$ cat src/rtl/mips_regfile_bypass.sv
// Two-write-port MIPS register file with same-cycle bypass, hardwired zero
// register and a per-register pending scoreboard for load-use stalls.
module mips_regfile_bypass #(
   parameter int unsigned DATA_W   = 32,
   parameter int unsigned ADDR_W   = 5,
   parameter int unsigned NUM_RD   = 2,
   parameter int unsigned ZERO_REG = 1,
   parameter int unsigned BYPASS   = 1
) (
   input  logic                       clk,
   input  logic                       rst,
   input  logic [NUM_RD*ADDR_W-1:0]   rd_addr,
   output logic [NUM_RD*DATA_W-1:0]   rd_data,
   output logic [NUM_RD-1:0]          rd_stall,
   input  logic                       wa_en,
   input  logic [ADDR_W-1:0]          wa_addr,
   input  logic [DATA_W-1:0]          wa_data,
   input  logic                       wb_en,
   input  logic [ADDR_W-1:0]          wb_addr,
   input  logic [DATA_W-1:0]          wb_data,
   input  logic                       pend_set,
   input  logic [ADDR_W-1:0]          pend_addr,
   output logic [ADDR_W:0]            pend_cnt,
   output logic                       err_dbl
);

   localparam int unsigned DEPTH = 2 ** ADDR_W;
   localparam int unsigned CNT_W = ADDR_W + 1;

   logic [DATA_W-1:0] regs [DEPTH];
   logic [DEPTH-1:0]  pend;
   logic [DEPTH-1:0]  pend_nxt;

   logic wa_ok, wb_ok, set_ok;
   logic cnt_inc, cnt_dec, dbl_hit;

   // Qualify each write/set against the hardwired zero register
   always_comb begin
      wa_ok   = wa_en;
      wb_ok   = wb_en;
      set_ok  = pend_set;
      if (ZERO_REG != 0) begin
         if (wa_addr == '0)   wa_ok  = 1'b0;
         if (wb_addr == '0)   wb_ok  = 1'b0;
         if (pend_addr == '0) set_ok = 1'b0;
      end
   end

   // Scoreboard next state: writeback clears, a new load set overrides it
   always_comb begin
      pend_nxt = pend;
      cnt_inc  = 1'b0;
      cnt_dec  = 1'b0;
      dbl_hit  = 1'b0;
      if (wb_ok) pend_nxt[wb_addr] = 1'b0;
      if (set_ok) pend_nxt[pend_addr] = 1'b1;
      if (set_ok && !pend[pend_addr]) cnt_inc = 1'b1;
      if (set_ok && pend[pend_addr])  dbl_hit = 1'b1;
      if (wb_ok && pend[wb_addr] && !(set_ok && (pend_addr == wb_addr)))
         cnt_dec = 1'b1;
   end

   // Register array; port A wins when both ports hit the same address
   always_ff @(posedge clk or posedge rst) begin
      if (rst) begin
         for (int i = 0; i < int'(DEPTH); i++) regs[i] <= '0;
      end else begin
         if (wb_ok && !(wa_ok && (wa_addr == wb_addr))) regs[wb_addr] <= wb_data;
         if (wa_ok) regs[wa_addr] <= wa_data;
      end
   end

   // Pending bits, incremental pending count and sticky double-set flag
   always_ff @(posedge clk or posedge rst) begin
      if (rst) begin
         pend     <= '0;
         pend_cnt <= '0;
         err_dbl  <= 1'b0;
      end else begin
         pend     <= pend_nxt;
         pend_cnt <= pend_cnt + CNT_W'(cnt_inc) - CNT_W'(cnt_dec);
         if (dbl_hit) err_dbl <= 1'b1;
      end
   end

   for (genvar i = 0; i < int'(NUM_RD); i++) begin : g_rd
      logic [ADDR_W-1:0] ra;
      logic [DATA_W-1:0] d;
      logic              s;

      assign ra = rd_addr[i*ADDR_W +: ADDR_W];

      // Read mux: bypass A, then B, then array; zero register overrides all
      always_comb begin
         d = regs[ra];
         s = pend[ra];
         if (BYPASS != 0) begin
            if (wa_en && (wa_addr == ra))      d = wa_data;
            else if (wb_en && (wb_addr == ra)) d = wb_data;
            if (wb_en && (wb_addr == ra))      s = 1'b0;
         end
         if ((ZERO_REG != 0) && (ra == '0)) begin
            d = '0;
            s = 1'b0;
         end
      end

      assign rd_data[i*DATA_W +: DATA_W] = d;
      assign rd_stall[i]                 = s;
   end

endmodule
$ cat config.mk
export PLATFORM = sky130hd
export DESIGN_NAME = mips_regfile_bypass
export DESIGN_NICKNAME = d
export VERILOG_FILES = /design/src/rtl/mips_regfile_bypass.sv
export SDC_FILE = /design/constraint.sdc
export NUM_CORES = 2
export LEC_CHECK = 0
export CAP_MARGIN = 20
export CORE_ASPECT_RATIO = 1.1
export CORE_UTILIZATION = 45
export DETAILED_ROUTE_END_ITERATION = 12
export SLEW_MARGIN = 20
export SYNTH_ARGS = -nofsm -noshare
export SYNTH_HDL_FRONTEND = slang
export SYNTH_SLANG_ARGS = --single-unit
$ cat constraint.sdc
create_clock -name clk -period 61 [get_ports clk]
set_input_delay 12.2 -clock clk [delete_from_list [all_inputs] [get_ports clk]]
set_output_delay 12.2 -clock clk [all_outputs]
set_load 0.02 [all_outputs]
-- Word-level counts from Yosys, hierarchy flattened
Index checks and enable logic that the tools add are counted.
- output and inout bits: 73
- word-level logic and storage cells: 129
- bits in registers: 1063
- memories kept: 0
- bits in read-only memories: 0
- bits in writable memories: 0
- bits of input ports: 94
- bits in latches: 0
- multiply operators: 0
- magnitude comparators: 12
- div/mod/pow operators: 0
- shifts and indexed selects: 0
- reductions and logical operators: 23
- muxes and demuxes: 44
- add/sub/neg operators: 2
- bitwise gates (word level): 7
- equality and inequality tests: 6
- operator list (cell ; number):
    bitwise mux 1024 bit ; 2
    two-way mux 1024 bit ; 2
    two-way mux 32 bit ; 14
    binary-select mux 32 bit (select 5 bit) ; 2
    demux 32 bit (select 5 bit) ; 2
    bitwise AND 32 bit ; 1
    inverter 32 bit ; 1
    OR 32 bit ; 1
    == test 5 bit ; 6
    zero test 5 bit ; 5
    greater-or-equal comparator 6 bit, second input constant ; 4
    < comparator 5 x 6 -> 1 bit, second input constant ; 4
    inverter 5 -> 6 bit ; 4
    binary-select mux 1 bit (select 5 bit) ; 4
    two-way mux 1 bit ; 16
    logical AND 1 bit ; 15
    < comparator 6 x 1 -> 1 bit, second input constant ; 2
    demux 1 bit (select 5 bit) ; 2
    greater-or-equal comparator 5 x 1 -> 1 bit, second input constant ; 2
    adder 6 x 1 -> 6 bit ; 1
    subtractor 6 x 1 -> 6 bit ; 1
    zero test 1 bit ; 3

-- Logic depth before layout (Yosys ltp)
- depth after elaboration: 9
- mapped depth: 15
- depth with buffers taken out: 13

-- Least setup slack after synthesis
Ideal clock, no wire load.
- path type: input port to output port
- start point: in rd_addr[0]
- end point: out rd_data[19]
- path buffers: 3
- slack: 34.618 ns
- cell stages on the path: 8
- data required time: 48.800 ns
- data arrival time: 14.182 ns
- path through: buf_2 buf_2 buf_2 mux4_2 mux2i_1 nor2_1 a2111oi_0 a21oi_1
- longest elaborated chain between the ends: 7
- elaborated cells on any way between the ends: 12
- classes of those cells: 2 x eq/ne; 6 x mux; 1 x bitwise; 3 x reduce/logical
- ends and longest elaborated chain (item ; line ; text):
    start, declared ; 12 ; input logic [NUM_RD*ADDR_W-1:0] rd_addr,
    inverter 5 -> 6 bit (not written as such) ; 95 ; d = regs[ra];
    binary-select mux 32 bit (select 5 bit) ; 95 ;
    two-way mux 32 bit (not written as such) (2 in series) ; 95 ;
    two-way mux 32 bit ; 99 ; else if (wb_en && (wb_addr == ra)) d = wb_data;
    two-way mux 32 bit ; 98 ; if (wa_en && (wa_addr == ra)) d = wa_data;
    two-way mux 32 bit (*) ; 102 ; if ((ZERO_REG != 0) && (ra == '0)) begin
    end, declared ; 13 ; output logic [NUM_RD*DATA_W-1:0] rd_data,
Mark *: on every way between the ends. The rest lies on a longest branch, timed or not. The select of a mux whose other input is x is not followed.

-- Final worst setup path
- start point: in rd_addr[0]
- end point: out rd_data[4]
Same word-level chain as after synthesis.

==> results.md <==
- Die Y: a little over 400 um
- Ys flop type: dfrtp_1
- Arr. time, crit path: between 15000 and 20000 ps
- Vias in the first global route: between 50000 and 60000
- Most instantiated library cell after synthesis: mux2i_1
- Overall Power: 2.54 mW
- CORE AREA: 0.153 mm2
- Tmin final: about 30000 ps
- Mapped cell area: between 0.06 and 0.07 mm2
- CTS H-tree depth: 3
- Clock buffer depth: 3
- #FFs+latches synth: roughly 1100
- Syn_nets: 6699
- VDD IR max: roughly 25 uV
- Worst path max stage delay: roughly 860 ps
- DR vias/cell: around 6.7
- Worst slew pin tran: 1260 ps
- Max_cap viols: 0
- CTS clk-pin slew, worst paths: 60 ps
- Kind of critical path: primary input to output pin
- Outcome: complete, no violations
- Wire length of the first global-routing pass: around 400 mm
- Die width: ~380 um
- CP dominant cell by count: buf_4
- Worst path cell trace: buf_8, buf_4, buf_4, xor2_1, nor4_1, and2_2, buf_4, nor4_1, o21ai_0, clkdlybuf4s50_1
- Final period utilization: between 40% and 50%
- Top cells by area, synth: dfrtp_1 (38%), mux2i_1 (17%), mux4_2 (15%)
- Die ar.: between 0.15 and 0.2 mm2
- GP Congestion: 0.911
- P_leak: between 30 and 40 nW
- Wirelength, routed: 283 mm
- CTS root buf: clkbuf_16
- # IOs: 167
- RSZ-0062 raised after global routing: no
- DRT iter0 DRCs: roughly 8600
- Total Routing Usage GR: 35.6%
- CTS tree: done
- Fin Setup TNS: 0 ps
- DRC viols: 0
- Register Area: roughly 0.027 mm2
- Syn avg cell area: approximately 11 um2
- Ys async rst share: 100%
- Commonest cells in the netlist: mux2i_1 (1180), a21oi_1 (1087), dfrtp_1 (1063), nor2_1 (991), clkbuf_1 (544)
- Synth unique cells: 62
- Clk_lat worst skew: roughly 760 ps
- Yosys warnings: 0
- Clock Skew: 6.87 ps
- Grt ovf: 0
- Pwr Density: 33.6 mW/mm2
- Max frequency: 33.5 MHz
- Synth top area share: between 30% and 40%
- Number of clock sinks: 1063
- Final count of pins violating max slew: 0
- Area delta synth->final: 8.55%
- Post-DRT Antenna Nets: 0
- Cell row count: 150
- Endpoints failing setup: 0
- Avg WL per Cell: 33.7 um
- Setup crit end kind: output pin
- Slew HR: between 10% and 20%
- TritonRoute pass-1 iters: 7
- Vias: 56500
- Critical Path Start Type: primary input
- Tightest Hold Check Type: flop to flop
- Initial antenna violation count: 7
- Largest net degree at the start of global routing: 97
- Yosys top cell by area: dfrtp_1
- Multi-input logic area: 0.0389 mm2
- Fillers: 13800
- Worst Path Required: roughly 49000 ps
- Slowest CP cell: o21ai_0
- # nets final: 6341
- Hold buffer count at CTS: 0
- Setup bufs post-CTS: 0
- Endpoints failing hold: 0
- Initial core utilization: 45.5%
- DPL Wire Length: between 150 and 200 mm
- # port buffers: ~170
- CTS Buf Count: approximately 120
- Cells after Synth: about 6600
- EDFF count, synth: 0
- Post-CTS sizing: 0
- Sequential area share after synthesis: between 30% and 40%
- Crit-path max FO: slightly above 50
- Layout cells sized above 1: 17.6%
[power by group]
group	internal (mW)	total (mW)	switching [mW]	leakage (nW)
combinational	0.382	0.726	0.344	22.3
sequential	0.897	1.06	0.158	12.7
clock	0.439	0.757	0.318	1.99
[routing by layer]
metal  track usage (%)  part of all wire (%)  vias up
li1                  -                     -    23500
met1              46.6                    38    28100
met2              52.0                    43     3979
met3              11.2                    13      934
met4              20.3                   6.6        8
met5                 0                 0.021        -
[final cells by class]
cell class / instances / area share (%)
multi-input combinational: 4666 / 51.6
sequential: 1063 / 35.2
clock buffer: 181 / 4.80
timing repair buffer: 366 / 4.33
tap: 2052 / 3.40
clock inverter: 32 / 0.524
inverter: 26 / 0.139
antenna: 8 / 0.0265
[flip-flops by register name, indices dropped and copies added (netlist names)]
| name | flops |
|---|---|
| err_dbl | 1 |
| pend_cnt | 6 |
| pend | 32 |
| regs | 1024 |
[worst max-delay path, delay by kind of cell]
| family | cells | cell delay, ps |
|---|---|---|
| xor gates and xnor gates | 1 | 150 |
| buffers and inverters | 5 | 3410 |
| AOI/OAI and AO/OA | 1 | 860 |
| and+or+nand+nor | 3 | 850 |
[final timing paths]
path	cells past startpoint	start	slack, ps	endpoint
worst max register to register	13	pend[23]	57840	pend_cnt[4]
worst max-delay path	10	rd_addr[0]	31110	rd_data[4]
worst min register to register	0	regs[1008]	390	regs[1008]
worst min-delay path	0	regs[1008]	390	regs[1008]
min in group asynchronous	2	rst	11940	regs[62]
max in group asynchronous	7	rst	44270	regs[684]
[metrics by stage]
| step | worst slack [ps] | instance area (um2) | cells | hold slack [ps] | util [%] |
|---|---|---|---|---|---|
| floorplan | 18880 | 69600 | 6598 | 441 | - |
| global placement | 31320 | 71300 | 8168 | 376 | 46.7 |
| detailed placement | 31180 | 71400 | 8170 | 384 | 46.7 |
| CTS | 31160 | 75400 | 8383 | 397 | 49.4 |
| global route | 30940 | 75500 | 8387 | 410 | 49.4 |
| finish | 31110 | 75500 | 8394 | 394 | 49.4 |
[layout by cell type (no fill, tap or decap), types with 8 or more instances in the layout]
master           netlist  layout
nor4_1                20      20
xor2_1                11      11
o31ai_1               16      15
a21oi_1             1087    1086
clkinv_2               0      16
a2111oi_0             15      15
a221oi_1              28      28
o21ai_0              102     102
o21bai_1              16      16
a22oi_1               67      67
xnor2_1               24      24
inv_1                 26      25
a31oi_1               27      27
nand2b_1              16      14
clkbuf_16              0     120
dfrtp_1             1063    1063
clkbuf_8               0      40
buf_4                 12     191
nor3_1                43      42
a32oi_1               14      14
mux4_2               459     459
nand2_4                0      31
clkbuf_1             544      22
diode_2                0       8
bufinv_16              0       8
nand3_1               29      29
o211ai_1              16      16
mux2i_1             1180    1180
mux2_2               160     160
a211o_1               14      14
nand2_1              105      73
nand4_1               18      18
o211ai_4              31      32
o22ai_1               93      93
clkdlybuf4s50_1        0     156
nor2_1               991     987
and2_1                 7       8
[cell families after synthesis]
family / Yosys count / share of synthesized area [%]
flip-flops: 1063 / 38.2
adder cells (fa/ha/maj): 7 / 0.137
buffers and inverters: 869 / 6.31
AND/OR/NAND/NOR: 1276 / 7.48
XOR/XNOR: 35 / 0.441
AO/OA/AOI/OAI: 1549 / 13.0
multiplexers: 1799 / 34.4
(Power assumes the default switching activity.)
